$ cat src/rtl/branch_seq.sv
// -----------------------------------------------------------------------------
// branch_seq
//
// Branch/jump sub-sequencer for the multicycle CPU. The main control unit
// passes each conditional branch (beq, bne, ble, bgt) and each jump (j, jal)
// to this block after decode. The block then sequences the ALU operand
// selects, the ALUOut load, the PC source/write and the link register write.
// It resolves the branch condition from the ALU zero/gt flags and ends every
// sequence with a one-cycle done pulse.
//
// Parameters
//   ALU_OP_ADD  ALU opcode used for the branch-target add
//   ALU_OP_SUB  ALU opcode used for the compare
//   CMP_WAIT    extra COMPARE cycles (0..3) before RESOLVE, for ALU settle
//
// Ports
//   clk           clock, rising edge
//   reset         synchronous active-high reset
//   start         one-cycle request, sampled only in IDLE
//   opcode[5:0]   instruction opcode, latched when start is accepted
//   zero, gt      ALU flags (A-B == 0, signed A > B), used in RESOLVE only
//   busy          high in every state except IDLE
//   done          one-cycle completion pulse
//   illegal       qualifies done when the latched opcode is unsupported
//   alu_srca      0 = PC, 1 = A register
//   alu_srcb[1:0] 00 = B register, 11 = signext(imm)<<2
//   alu_op[2:0]   ALU operation
//   aluout_write  load ALUOut
//   pc_source[1:0] 01 = ALUOut, 10 = jump target
//   pc_write      PC load enable
//   reg_write     register file write
//   link_sel      destination $ra, write data PC (jal)
//   taken         result of the last resolved branch
//   br_taken_cnt, br_nt_cnt  saturating 16-bit branch statistics
//
// Optional feature: define BRANCH_STATS_EN to add the two statistics counters
// and their ports. Without it the counters and ports do not exist.
// -----------------------------------------------------------------------------
module branch_seq #(
    parameter logic [2:0]  ALU_OP_ADD = 3'b001,
    parameter logic [2:0]  ALU_OP_SUB = 3'b010,
    parameter int unsigned CMP_WAIT   = 0
) (
    input  logic        clk,
    input  logic        reset,
    input  logic        start,
    input  logic [5:0]  opcode,
    input  logic        zero,
    input  logic        gt,
    output logic        busy,
    output logic        done,
    output logic        illegal,
    output logic        alu_srca,
    output logic [1:0]  alu_srcb,
    output logic [2:0]  alu_op,
    output logic        aluout_write,
    output logic [1:0]  pc_source,
    output logic        pc_write,
    output logic        reg_write,
    output logic        link_sel,
    output logic        taken
`ifdef BRANCH_STATS_EN
    ,
    output logic [15:0] br_taken_cnt,
    output logic [15:0] br_nt_cnt
`endif
);

    // -------------------------------------------------------------------------
    // Opcode encodings
    // -------------------------------------------------------------------------
    localparam logic [5:0] OP_J   = 6'h02;
    localparam logic [5:0] OP_JAL = 6'h03;
    localparam logic [5:0] OP_BEQ = 6'h04;
    localparam logic [5:0] OP_BNE = 6'h05;
    localparam logic [5:0] OP_BLE = 6'h06;
    localparam logic [5:0] OP_BGT = 6'h07;

    // Operand select encodings
    localparam logic       SRCA_PC    = 1'b0;
    localparam logic       SRCA_A     = 1'b1;
    localparam logic [1:0] SRCB_B     = 2'b00;
    localparam logic [1:0] SRCB_IMMSH = 2'b11;
    localparam logic [1:0] PCSRC_ALUOUT = 2'b01;
    localparam logic [1:0] PCSRC_JUMP   = 2'b10;

    // The wait counter is only two bits wide since CMP_WAIT is limited to 0..3.
    localparam logic [1:0] CMP_WAIT_L = 2'(CMP_WAIT);

    typedef enum logic [2:0] {
        S_IDLE    = 3'd0,
        S_TARGET  = 3'd1,
        S_COMPARE = 3'd2,
        S_RESOLVE = 3'd3,
        S_LINK    = 3'd4,
        S_JUMP    = 3'd5,
        S_DONE    = 3'd6
    } state_t;

    // -------------------------------------------------------------------------
    // State and datapath registers
    // -------------------------------------------------------------------------
    state_t      state_reg,    state_next;
    logic [5:0]  opcode_reg,   opcode_next;
    logic        illegal_reg,  illegal_next;
    logic [1:0]  wait_cnt_reg, wait_cnt_next;
    logic        taken_reg,    taken_next;

    // Branch condition evaluated from the latched opcode and the live flags.
    // Only meaningful in RESOLVE; elsewhere it is ignored.
    logic        cond_taken;
    logic        resolving;

    always_comb begin
        cond_taken = 1'b0;
        case (opcode_reg)
            OP_BEQ:  cond_taken = zero;
            OP_BNE:  cond_taken = ~zero;
            OP_BLE:  cond_taken = ~gt;
            OP_BGT:  cond_taken = gt;
            default: cond_taken = 1'b0;
        endcase
    end

    assign resolving = (state_reg == S_RESOLVE);

    // -------------------------------------------------------------------------
    // State register
    // -------------------------------------------------------------------------
    always_ff @(posedge clk) begin
        if (reset) begin
            state_reg    <= S_IDLE;
            opcode_reg   <= 6'd0;
            illegal_reg  <= 1'b0;
            wait_cnt_reg <= 2'd0;
            taken_reg    <= 1'b0;
        end else begin
            state_reg    <= state_next;
            opcode_reg   <= opcode_next;
            illegal_reg  <= illegal_next;
            wait_cnt_reg <= wait_cnt_next;
            taken_reg    <= taken_next;
        end
    end

    // -------------------------------------------------------------------------
    // Next-state logic and output decode
    // -------------------------------------------------------------------------
    always_comb begin
        // Defaults: hold registers, every output inactive.
        state_next    = state_reg;
        opcode_next   = opcode_reg;
        illegal_next  = illegal_reg;
        wait_cnt_next = 2'd0;
        taken_next    = taken_reg;

        busy          = 1'b1;
        done          = 1'b0;
        illegal       = 1'b0;
        alu_srca      = SRCA_PC;
        alu_srcb      = SRCB_B;
        alu_op        = 3'b000;
        aluout_write  = 1'b0;
        pc_source     = 2'b00;
        pc_write      = 1'b0;
        reg_write     = 1'b0;
        link_sel      = 1'b0;

        case (state_reg)
            S_IDLE: begin
                busy = 1'b0;
                if (start) begin
                    opcode_next  = opcode;
                    illegal_next = 1'b0;
                    case (opcode)
                        OP_BEQ, OP_BNE, OP_BLE, OP_BGT: state_next = S_TARGET;
                        OP_J:                           state_next = S_JUMP;
                        OP_JAL:                         state_next = S_LINK;
                        default: begin
                            illegal_next = 1'b1;
                            state_next   = S_DONE;
                        end
                    endcase
                end
            end

            // Branch target PC + (signext(imm) << 2) into ALUOut. PC already
            // holds PC+4 from fetch, which is the base the ISA expects.
            S_TARGET: begin
                alu_srca     = SRCA_PC;
                alu_srcb     = SRCB_IMMSH;
                alu_op       = ALU_OP_ADD;
                aluout_write = 1'b1;
                state_next   = S_COMPARE;
            end

            // A - B compare. ALUOut must not be overwritten here since it
            // holds the branch target.
            S_COMPARE: begin
                alu_srca = SRCA_A;
                alu_srcb = SRCB_B;
                alu_op   = ALU_OP_SUB;
                if (wait_cnt_reg == CMP_WAIT_L) begin
                    state_next = S_RESOLVE;
                end else begin
                    wait_cnt_next = wait_cnt_reg + 2'd1;
                end
            end

            // Operands stay on the ALU so the flags remain valid; the PC load
            // follows the flags combinationally in this single cycle.
            S_RESOLVE: begin
                alu_srca   = SRCA_A;
                alu_srcb   = SRCB_B;
                alu_op     = ALU_OP_SUB;
                pc_source  = PCSRC_ALUOUT;
                pc_write   = cond_taken;
                taken_next = cond_taken;
                state_next = S_DONE;
            end

            S_LINK: begin
                reg_write  = 1'b1;
                link_sel   = 1'b1;
                state_next = S_JUMP;
            end

            S_JUMP: begin
                pc_source  = PCSRC_JUMP;
                pc_write   = 1'b1;
                state_next = S_DONE;
            end

            S_DONE: begin
                done       = 1'b1;
                illegal    = illegal_reg;
                state_next = S_IDLE;
            end

            default: begin
                busy       = 1'b0;
                state_next = S_IDLE;
            end
        endcase
    end

    assign taken = taken_reg;

`ifdef BRANCH_STATS_EN
    // -------------------------------------------------------------------------
    // Branch statistics: one saturating counter per outcome. Index 0 counts
    // taken branches, index 1 counts not-taken branches.
    // -------------------------------------------------------------------------
    logic [15:0] br_taken_cnt_reg;
    logic [15:0] br_nt_cnt_reg;
    logic [1:0]  stat_inc;

    genvar gi;
    generate
        for (gi = 0; gi < 2; gi = gi + 1) begin : g_stat_inc
            // gi == 0 counts cond_taken, gi == 1 counts its complement.
            assign stat_inc[gi] = resolving & (cond_taken ^ (gi != 0));
        end
    endgenerate

    // Counters only assign when they advance, so a saturated value is held.
    always_ff @(posedge clk) begin
        if (reset) begin
            br_taken_cnt_reg <= 16'd0;
        end else if (stat_inc[0] && (br_taken_cnt_reg != 16'hFFFF)) begin
            br_taken_cnt_reg <= br_taken_cnt_reg + 16'd1;
        end
    end

    always_ff @(posedge clk) begin
        if (reset) begin
            br_nt_cnt_reg <= 16'd0;
        end else if (stat_inc[1] && (br_nt_cnt_reg != 16'hFFFF)) begin
            br_nt_cnt_reg <= br_nt_cnt_reg + 16'd1;
        end
    end

    assign br_taken_cnt = br_taken_cnt_reg;
    assign br_nt_cnt    = br_nt_cnt_reg;
`endif

endmodule

$ cat config.mk
export PLATFORM = sky130hd
export DESIGN_NAME = branch_seq
export DESIGN_NICKNAME = d
export VERILOG_FILES = /design/src/rtl/branch_seq.sv
export SDC_FILE = /design/constraint.sdc
export NUM_CORES = 1
export LEC_CHECK = 0
export ABC_AREA = 1
export CORE_MARGIN = 2
export CORE_UTILIZATION = 43
export CTS_CLUSTER_DIAMETER = 100
export DETAILED_ROUTE_END_ITERATION = 10
export PLACE_DENSITY = 0.85
export SYNTH_ARGS = -nofsm -noshare
export SYNTH_HDL_FRONTEND = slang
export SYNTH_SLANG_ARGS = --single-unit
$ cat constraint.sdc
create_clock -name clk -period 1.3 [get_ports clk]
set_input_delay 0.195 -clock clk [delete_from_list [all_inputs] [get_ports clk]]
set_output_delay 0.195 -clock clk [all_outputs]
set_load 0.1 [all_outputs]
==> run metrics <==
fillers=67; Hold WC Path Type=register to register; Critical path origin=opcode_reg[1]$_SDFFE_PP0P_; r2r worst-path depth=10; vias per std cell=5.512; CTS max path bufs=2; commonest non-fill, non-tap cell in the layout=nand2_1; Max VDD drop=1.888 mV; PD cells=2718 nW/um^2; critical path data arrival time=1.36 ns; post-synthesis cell count=114; clock latency reported for the late side of the worst-skew pair=0.27 ns; worst reg2reg startpoint=state_reg[2]$_SDFFE_PP0P_; clk root buf=clkbuf_4; Die Wd=45.58 um; initial antenna violation count=0; final core occ=0.8966; fmax=641.4 MHz; Data required, critical path=1.11 ns; CTS Buf Count=3; wire per inst=16.94 um; period utilisation layout=1.199; final setup margin=-0.2590 ns; antenna diode count=0; PortBufs=25; Design Area, Final=1498 um^2; I/O pins=27; TritonRoute pass-1 iters=5; vias in the first global route=820; worst reg-to-reg setup slack=-0.08 ns; DRT antenna net count=0; clock slew at reported path FFs=0.08 ns; gr ovfl total=0; Leak=0.6216 nW; final std cells w/o fill=172; CP Launch Type=register; synth unique cells=23; # setup viols final=16; Crit. End Element=primary output; final routed DRC violation total=0; initial DRC count=45; Worst Hold Launch=wait_cnt_reg[0]$_SDFF_PP0_; clock skew=0.002780 ns; Synth Register Bits=13; initial core utilization=0.4449; max FFs per register=6; failing checks=negative setup slack; GPL Wtd Cong=0.8734; Die ar.=2077 um^2; Area Overhead vs Synth=101.5%; # rows=15; Yosys warnings=0; Crit Path Class=register to primary output; max_cap viols=0; RSZ-0062 raised after global routing=true; Hold Vio Cnt, Final=0; Overall Global Routing Usage=0.2527; Post-DP Area=1207 um^2; Vias=948; htree depth=1; most frequent cells in the layout=nand2_1, buf_12, inv_1; Clock Sinks=13; nets=168; placed cell count=155; final wirelength=2913 um; post-synthesis sequential area ratio=0.3502; core box area=1670 um^2; syn avg cell area=6.519 um^2; largest net degree at the start of global routing=11; reg-to-reg endpoint=state_reg[0]$_SDFFE_PP0P_; CTS tree=yes; first-pass GRT wire length=3608 um; maximum fanout along the worst path=4; Period minus WS final=1.559 ns; syn nets=126; DP HPWL=1297 um; die height=45.58 um; worst setup path end=pc_write; area of the mapped netlist=743.2 um^2; status=finished with violations; share of post-route cells with drive strength above 1=0.4516; Hold Crit Depth=1; max-slew violations=0
worst max-delay path, stage by stage, from the launching register on:
cell,delay [ns]
dfxtp_1,0.41
nand2_1,0.13
o21ai_0,0.11
nand2_1,0.11
nand3_2,0.12
nand2_4,0.06
buf_12,0.16
where the power goes:
group	internal (W)	switching, W	leakage (nW)
Combinational	0.00118	0.00196	0.498
Clock	0.000119	0.000131	0.0150
Sequential	0.000519	0.000157	0.109
Total	0.00182	0.00225	0.622
how the worst min path moves through the flow:
stage	end
after floorplan	opcode_reg[1]$_SDFFE_PP0P_
after global placement	wait_cnt_reg[0]$_SDFF_PP0_
after detailed placement	wait_cnt_reg[0]$_SDFF_PP0_
after CTS	wait_cnt_reg[0]$_SDFF_PP0_
after global routing	wait_cnt_reg[0]$_SDFF_PP0_
final	wait_cnt_reg[0]$_SDFF_PP0_
metrics by stage:
step	hold WS [ns]	total power (W)	setup TNS, ns	worst slack [ns]
after detailed placement	0.4049	0.003030	-0.1395	-0.1233
after floorplan	0.3381	0.002328	-3.356	-0.6641
after CTS	0.4152	0.003641	-1.593	-0.1902
final	0.4186	0.004071	-2.552	-0.2590
after global routing	0.4543	0.004222	-3.243	-0.3612
after global placement	0.3998	0.002988	-0.1038	-0.1038
cell usage after synthesis:
library cell  instances  area share
inv_2                 2       0.010
and2_1                1      0.0084
nor2_2                1      0.0084
buf_2                 1      0.0067
inv_1                17       0.086
conb_1                1      0.0050
buf_6                 1       0.015
nand2_4               1       0.015
nand2_1              27        0.14
buf_4                 4       0.040
nand4_1               1      0.0084
nand2_2               1      0.0084
a21oi_2               2       0.024
o21ai_0               6       0.040
nor2_1               14       0.071
nor2_4                1       0.015
clkinv_2              1      0.0067
a21oi_1               7       0.047
nor3_1                1      0.0067
ha_1                  1       0.017
o211ai_1              2       0.020
nand3_1               8       0.054
dfxtp_1              13        0.35
area by class of cell:
type                            instances  area, um^2  area share
Timing Repair Buffer                   43       593.1      0.3960
Multi-Input combinational cell         75       480.5      0.3208
Sequential cell                        13       272.8      0.1821
Inverter                               20       103.9     0.06934
Clock buffer                            4       26.28     0.01754
Tap cell                               17       21.27     0.01420
cell families (layout without fill, tap and decap cells):
family / Yosys count / after routing / synth area share
AOI/OAI and AO/OA: 17 / 17 / 0.1313
adders and majority gates: 1 / 1 / 0.01683
buffers and inverters: 26 / 67 / 0.1650
DFF: 13 / 13 / 0.3502
other: 1 / 1 / 0.005046
and+or+nand+nor: 56 / 56 / 0.3317
per-layer routing:
layer / wire (um) / track usage / up-vias
met5: 0 / 0 / -
met4: 81 / 0.1294 / 0
met3: 216 / 0.04762 / 8
met2: 1444 / 0.4563 / 62
met1: 1171 / 0.2752 / 448
li1: - / - / 430
what timing repair did:
action / CTS / global route
hold endpoints to repair: 0 / 0
buffers inserted: 8 / 5
resized for setup: 28 / 13
pin swaps: 8 / 8
setup endpoints to repair: 14 / 19
hold buffers: 0 / 0
cloned: 0 / 0
Power figures use the tool's default switching activity.
